### src/rtl/video_pattern_gen.sv
// video_pattern_gen
//   Raster timing and test-pattern source feeding the text-overlay stage.
//   Produces an active/blank raster from parameterised counts and fills
//   active pixels with one of four patterns. Start/stop and pattern changes
//   only take effect on frame boundaries; reset acts immediately.
// Ports:
//   i_clk          pixel clock
//   i_rst          synchronous reset, active-high
//   i_enable       run request, sampled at idle or at the frame boundary
//   i_pattern_sel  0 black, 1 white, 2 horizontal ramp, 3 checkerboard
//   o_data         pixel value, 0 outside active pixels
//   o_vactive      high for the whole of an active line (incl. h-blank)
//   o_hactive      high on active pixels only
//   o_frame_start  one-cycle pulse with pixel (0,0)
module video_pattern_gen #(
   parameter int DATA_WIDTH   = 12,
   parameter int H_ACTIVE     = 640,
   parameter int H_BLANK      = 160,
   parameter int V_ACTIVE     = 480,
   parameter int V_BLANK      = 45,
   parameter int CHECKER_LOG2 = 5
) (
   input  logic                  i_clk,
   input  logic                  i_rst,
   input  logic                  i_enable,
   input  logic [1:0]            i_pattern_sel,
   output logic [DATA_WIDTH-1:0] o_data,
   output logic                  o_vactive,
   output logic                  o_hactive,
   output logic                  o_frame_start
);

   function automatic int clog2(input int n);
      int r;
      for (r = 0; (1 << r) < n; r++) begin
      end
      return (r < 1) ? 1 : r;
   endfunction

   localparam int H_TOTAL = H_ACTIVE + H_BLANK;
   localparam int V_TOTAL = V_ACTIVE + V_BLANK;
   localparam int HW      = clog2(H_TOTAL);
   localparam int VW      = clog2(V_TOTAL);

   localparam logic [HW-1:0] H_LAST  = HW'(H_TOTAL - 1);
   localparam logic [VW-1:0] V_LAST  = VW'(V_TOTAL - 1);
   localparam logic [HW-1:0] H_ACT_C = HW'(H_ACTIVE);
   localparam logic [VW-1:0] V_ACT_C = VW'(V_ACTIVE);

   if (H_ACTIVE < 1 || H_BLANK < 1 || V_ACTIVE < 1 || V_BLANK < 1 ||
       CHECKER_LOG2 >= HW) begin : g_bad_param
      $fatal(1, "video_pattern_gen: illegal parameter set");
   end

   logic                  running_q, running_d;
   logic [HW-1:0]         h_q, h_d;
   logic [VW-1:0]         v_q, v_d;
   logic [1:0]            pat_q, pat_d;
   logic [DATA_WIDTH-1:0] data_d;
   logic                  vact_d, hact_d, fs_d;
   logic [1:0]            pat_cur;
   logic                  v_chk;

   // A short frame may have fewer v bits than the checker index; treat the
   // missing bit as 0 so squares still alternate horizontally.
   if (CHECKER_LOG2 < VW) begin : g_vchk
      assign v_chk = v_q[CHECKER_LOG2];
   end else begin : g_vchk0
      assign v_chk = 1'b0;
   end

   always_comb begin
      running_d = running_q;
      h_d       = h_q;
      v_d       = v_q;
      pat_d     = pat_q;
      data_d    = '0;
      vact_d    = 1'b0;
      hact_d    = 1'b0;
      fs_d      = 1'b0;
      // Starting from idle uses the live select for pixel (0,0).
      pat_cur   = running_q ? pat_q : i_pattern_sel;
      if (running_q || i_enable) begin
         vact_d = (v_q < V_ACT_C);
         hact_d = vact_d && (h_q < H_ACT_C);
         fs_d   = (h_q == '0) && (v_q == '0);
         if (hact_d) begin
            case (pat_cur)
               2'd0:    data_d = '0;
               2'd1:    data_d = '1;
               2'd2:    data_d = DATA_WIDTH'(h_q);
               default: data_d = {DATA_WIDTH{h_q[CHECKER_LOG2] ^ v_chk}};
            endcase
         end
         if (!running_q) begin
            running_d = 1'b1;
            pat_d     = i_pattern_sel;
         end
         if (h_q == H_LAST) begin
            h_d = '0;
            if (v_q == V_LAST) begin
               // Frame boundary: the only point where enable/select are heeded.
               v_d       = '0;
               running_d = i_enable;
               pat_d     = i_pattern_sel;
            end else begin
               v_d = v_q + 1'b1;
            end
         end else begin
            h_d = h_q + 1'b1;
         end
      end
   end

   always_ff @(posedge i_clk) begin
      if (i_rst) begin
         running_q     <= 1'b0;
         h_q           <= '0;
         v_q           <= '0;
         pat_q         <= '0;
         o_data        <= '0;
         o_vactive     <= 1'b0;
         o_hactive     <= 1'b0;
         o_frame_start <= 1'b0;
      end else begin
         running_q     <= running_d;
         h_q           <= h_d;
         v_q           <= v_d;
         pat_q         <= pat_d;
         o_data        <= data_d;
         o_vactive     <= vact_d;
         o_hactive     <= hact_d;
         o_frame_start <= fs_d;
      end
   end

endmodule
### config.mk
export PLATFORM = sky130hd
export DESIGN_NAME = video_pattern_gen
export DESIGN_NICKNAME = d
export VERILOG_FILES = /design/src/rtl/video_pattern_gen.sv
export SDC_FILE = /design/constraint.sdc
export NUM_CORES = 1
export LEC_CHECK = 0
export ABC_AREA = 1
export CAP_MARGIN = 20
export CORE_ASPECT_RATIO = 1.5
export CORE_UTILIZATION = 34
export DETAILED_ROUTE_END_ITERATION = 7
export HOLD_SLACK_MARGIN = 0.05
export PLACE_DENSITY_LB_ADDON = 0.05
export REMOVE_ABC_BUFFERS = 1
export SKIP_CTS_REPAIR_TIMING = 1
export SLEW_MARGIN = 30
export SYNTH_ARGS = -nofsm -noshare
export SYNTH_HDL_FRONTEND = slang
export SYNTH_SLANG_ARGS = --single-unit
### constraint.sdc
create_clock -name i_clk -period 3.27 [get_ports i_clk]
set_clock_uncertainty 0.2 [all_clocks]
set_input_delay 0.981 -clock i_clk [delete_from_list [all_inputs] [get_ports i_clk]]
set_output_delay 0.981 -clock i_clk [all_outputs]
set_load 0.01 [all_outputs]
==> metrics.txt, run 1 <==
TritonCTS Buffers 5; clk_lat worst skew 0.28 ns; Max-Cap Viols 0; final hold viol count 0; cells on worst reg2reg path 8; met2 wire len 2.16 mm; pwr/cell area 416 nW/um2; Critical Path Source i_enable; fin nets 278; DRT Pass-1 Iters 4; Layout area overhead 18.4%; Die ar. 5510 um2; Worst Setup End Kind register; non-filler cells, final 336; Crit Path Class input pin to register; Final min period 2.74 ns; Max Slew Vio Count 0; via count 1,554; Avg Vias per Cell 4.63; setup TNS 0 ns; Yosys reg bits 37; Clock Tree Root clkbuf_8; Ports 20; per-cell routed wire length 12.0 um; RSZ-0062 raised after global routing false; Netlist cell types 28; GRT overflow 0; wire length on met3 92 um; CTS tree yes; CTS clk-pin slew, worst paths 0.07 ns; P_leak 0.843 nW; Yosys warning count 0; largest net degree at the start of global routing 13; Slew HR 45.9%; worst min path class register to register; RePlAce Congestion 0.867; Syn Inst Count 247; Hold Path Stages 2; sw frac 24.9%; worst reg2reg startpoint h_q[0]; crit path max fanout 11; H-tree depth 2; Clock Tree Buf Depth 2; Final HPWL DP 3.11 mm; WHS 0.253 ns; die height 90.4 um; switching pwr 0.217 mW; startpoint types input pin; vias in the first global route 1,520; Worst VDD drop 0.164 mV; core area 4930 um2; Starting Density 36.0%; combinational share of power 10.4%; mapped cell area 1770 um2; predominant post-synthesis flop cell dfxtp_1; sequential share of the synthesized area 41.8%; Int Pwr 0.656 mW; DR top layer met4; Post-synth EDFFs 0; slew at the pin closest to its max-slew limit 0.806 ns; Sink Count 37; placed insts 328; crit path DAT 2.76 ns; fmax 365 MHz; share of power burned in registers 54.6%; Mapped Avg Cell Area 7.17 um2; Setup-failing EPs final 0; # rows 31; post-layout util 42.6%; Required @ worst endpoint 3.29 ns; ANT cells 0; initial antenna violation count 0; IO Port Bufs 19; detailed-routing wirelength on met1 1.74 mm; Clk network pwr share 35.0%; Tot GR Track Use 17.2%; Die Wd 60.9 um; share of cells above drive strength 1 10.0%; Detailed Route Iter0 Violations 63; post-route ant nets 0; final WL 4.04 mm; drt drc 0; status finished clean; Tcrit/Tclk final 83.7%; HP Start pat_q[0]; first-pass GRT wire length 7.05 mm; ys async rst share 0%
[cell type report]
class	count	area, um2
multi-input combinational	172	867
clock buffer	6	72.6
tap	66	82.6
timing repair buffer	21	205
fill	529	2830
sequential	37	741
clock inverter	2	10.0
inverter	32	120
[state kept, by name, summed over array words and instances (netlist names)]
register	flops
running_q	1
o_data	11
h_q	10
o_frame_start	1
pat_q	2
o_hactive	1
o_vactive	1
v_q	10
[critical path, cell delays in order]
cell	delay, ns
clkdlybuf4s50_1	0.46
nor2_4	0.26
inv_2	0.14
nand4_2	0.31
nor2_1	0.09
nor2_1	0.33
nand2_1	0.09
nor2_1	0.10
[synthesized netlist by cell type (2+ instances only)]
master | number | area [um2]
inv_2 | 3 | 11.3
o21ai_0 | 6 | 30.0
nor4_1 | 3 | 18.8
nor3_1 | 7 | 35.0
a21oi_1 | 21 | 105
buf_6 | 2 | 22.5
nor2_1 | 28 | 105
nand3_1 | 17 | 85.1
ha_1 | 4 | 50.1
o21ai_1 | 2 | 10.0
buf_2 | 2 | 10.0
inv_1 | 29 | 109
nand2_1 | 59 | 221
nand4_1 | 6 | 37.5
nor2_4 | 6 | 67.6
dfxtp_1 | 37 | 741
nand2_2 | 4 | 25.0
[metal layers]
layer	vias to the layer above	global-route usage [%]
met5	-	0
met4	0	5.87
met3	4	3.58
met2	23	29.6
met1	693	20.4
li1	834	-
[final timing paths]
path	to	slack [ns]
worst max-delay path	v_q[3]	0.53
worst min-delay path	pat_q[0]	0.25
worst max register to register	h_q[7]	1.23
worst min register to register	pat_q[0]	0.25
[cell families (layout without fill, tap and decap cells)]
| kind of cell | Yosys count | count (layout) | synth area share [%] |
|---|---|---|---|
| flops | 37 | 37 | 41.8 |
| compound gates | 30 | 30 | 8.69 |
| buf+inv | 38 | 61 | 9.25 |
| fa+ha+maj | 4 | 4 | 2.82 |
| xor+xnor | 2 | 2 | 0.989 |
| simple gates | 136 | 136 | 36.4 |
[layout by cell type, fill, tap and decap left out, types with 2 or more instances in the layout]
master and n:
nand2_2 4, a21oi_1 21, clkdlybuf4s50_1 19, inv_1 29, nand2_1 59, clkinv_2 2, nor2_1 28, o21ai_1 3
clkbuf_8 5, inv_2 3, nor2_4 6, buf_4 2, dfxtp_1 37, nand3_1 17, nor4_1 3, o21ai_0 5
nor3_1 7, nand4_1 6, ha_1 4
[power by group through the flow]
| stage | combinational (mW) | clock (mW) | sequential (mW) |
|---|---|---|---|
| 6_report | 0.0906 | 0.306 | 0.477 |
| 5_1_grt | 0.101 | 0.341 | 0.480 |
| 4_1_cts | 0.0916 | 0.318 | 0.477 |
| 3_5_place_dp | 0.0912 | 0 | 0.488 |
| 3_3_place_gp | 0.0914 | 0 | 0.488 |
| 2_1_floorplan | 0.0392 | 0 | 0.492 |
[metrics by stage]
stage	setup WS, ns	total power, mW	cell area, um2
2_1_floorplan	1.01	0.532	1730
3_3_place_gp	0.152	0.579	2020
3_5_place_dp	0.236	0.579	2020
4_1_cts	0.530	0.887	2100
5_1_grt	0.347	0.922	2100
6_report	0.532	0.874	2100
No activity file was read; power rests on OpenSTA's default activity.
==> run 2: changes to the inputs <==
Clock period 3.27 ns to 2.37 ns, I/O delays scaled along.
==> run 2 against run 1 <==
  * Core utilization up 1.9 points
  * Hold slack about the same
  * Count of clock-buffer cells in the layout unchanged
  * Non-clock buffer count up 11
  * Global-route usage down 0.18 points
  * First-iteration DRC count down 75%
  * Critical path type unchanged
  * Critical endpoint is now h_q[7]
==> metrics.txt, run 2 (synthesized netlist as in run 1, its figures left out) <==
fin nets 289 (+4.0%); post-route ant nets 0 (unchanged); Crit Path Class input pin to register; RSZ-0062 raised after global routing false; IO Port Bufs 19 (unchanged); share of power burned in registers 53.4% (-1.2 points); worst min path class register to register; Starting Density 36.0% (unchanged); share of cells above drive strength 1 13.5% (+3.5 points); CP most frequent cell nand2_1; final WL 4.08 mm (+0.84%); clk_lat worst skew 0.29 ns (about the same); Clock Tree Buf Depth 2 (unchanged); DRT Pass-1 Iters 4 (unchanged); Layout area overhead 23.8%; die height 90.4 um (unchanged); drt drc 0 (unchanged); Clk network pwr share 34.9% (about the same); Final min period 2.08 ns; Int Pwr 0.922 mW (+40%); Tcrit/Tclk final 87.6%; dpl ws -0.00508 ns (-0.241 ns); per-cell routed wire length 11.7 um (-2.4%); via count 1,576 (+1.4%); Slew HR 80.2% (+34 points); Worst Setup End Kind register; Worst path slowest cell clkdlybuf4s50_1; Worst path max stage delay 0.53 ns (+0.07 ns); slew at the pin closest to its max-slew limit 0.294 ns (-0.513 ns); combinational share of power 11.7% (+1.3 points); Clock Tree Root clkbuf_8; Die ar. 5510 um2 (unchanged); Sink Count 37 (unchanged); CTS tree yes; post-layout util 44.5% (+1.9 points); final worst slack 0.293 ns (-0.239 ns); Worst VDD drop 0.265 mV (+62%); most common cell after layout, fill and taps aside nand2_1; most frequent cells in the layout 59 x nand2_1, 37 x dfxtp_1, 29 x inv_1; Tot GR Track Use 17.0% (-0.18 points); Max-Cap Viols 0 (unchanged); crit path DAT 2.07 ns (-0.69 ns); Die Wd 60.9 um (unchanged); largest net degree at the start of global routing 13 (unchanged); Setup-failing EPs final 0 (unchanged); fmax 482 MHz; crit path cell chain clkdlybuf4s50_1, nor2_4, nor3_1, nand2_1, nor3_1, nand2_1, nand2_1, nor2_1; startpoint types input pin; pwr/cell area 561 nW/um2 (+35%); # rows 31 (unchanged); top flop regs o_data x11, h_q x10, v_q x10; vias in the first global route 1,508 (-0.79%); Final HPWL DP 3.25 mm (+4.5%); switching pwr 0.310 mW (+42%); RePlAce Congestion 0.814 (-6.1%); Top reg by flops o_data; crit path max fanout 5 (-6); TritonCTS Buffers 5 (unchanged); Bufs and invs on worst path 1 (-1); setup TNS 0 ns (unchanged); Avg Vias per Cell 4.54 (-1.8%); Crit path max-delay family simple AND/OR/NAND/NOR gates; Max Slew Vio Count 0 (unchanged); max FFs per register 11 (unchanged); Ports 20 (unchanged); H-tree depth 2 (unchanged); Required @ worst endpoint 2.36 ns (-0.93 ns); Detailed Route Iter0 Violations 16 (-75%); P_leak 0.898 nW (+6.5%); initial antenna violation count 0 (unchanged); GRT overflow 0 (unchanged); CTS clk-pin slew, worst paths 0.07 ns (about the same); first-pass GRT wire length 6.96 mm (-1.4%); sw frac 25.2% (+0.27 points); final hold viol count 0 (unchanged); core area 4930 um2 (unchanged); status finished clean; ANT cells 0 (unchanged)
[run 2: cell type report]
cell class                      instances  area (um2)
Clock buffer                            6        72.6
Clock inverter                          2        10.0
Fill cell                             538        2730
Inverter                               32         120
Multi-Input combinational cell        172         867
Sequential cell                        37         741
Tap cell                               66        82.6
Timing Repair Buffer                   32         300
[run 2: final timing paths]
check | start | endpoint | slack [ns] | depth (start not counted)
worst min-delay path | pat_q[1] | pat_q[1] | 0.25 | 2
worst min register to register | pat_q[1] | pat_q[1] | 0.25 | 2
worst max register to register | h_q[0] | pat_q[0] | 0.50 | 9
worst max-delay path | i_enable | h_q[7] | 0.29 | 8
[run 2: power by group through the flow]
stage	clock, mW	sequential, mW	combinational (mW)
final	0.430	0.658	0.144
after global placement	0	0.672	0.146
after floorplan	0	0.679	0.0541
after CTS	0.447	0.658	0.146
after detailed placement	0	0.672	0.146
after global routing	0.470	0.660	0.159
[run 2: tightest hold or removal path, cell delays in order (launching register included)]
cell and delay [ns]:
dfxtp_1 0.31, nand2_1 0.06, nand2_1 0.04
[run 2: through the flow]
stage          hold slack (ns)  area [um2]  power [mW]  cells
6_report                 0.253        2190        1.23    347
5_1_grt                  0.278        2190        1.29    347
4_1_cts                  0.256        2190        1.25    347
3_5_place_dp             0.242        2110       0.818    339
3_3_place_gp             0.241        2110       0.818    339
2_1_floorplan            0.226        1730       0.734    241
[run 2: per-layer routing]
layer  vias up  part of all wire (%)  GRT usage, %
li1        857                     -             -
met1       686                    41          18.4
met2        27                    55          30.7
met3         6                   2.6          3.44
met4         0                   1.9          6.82
met5         -                     0             0
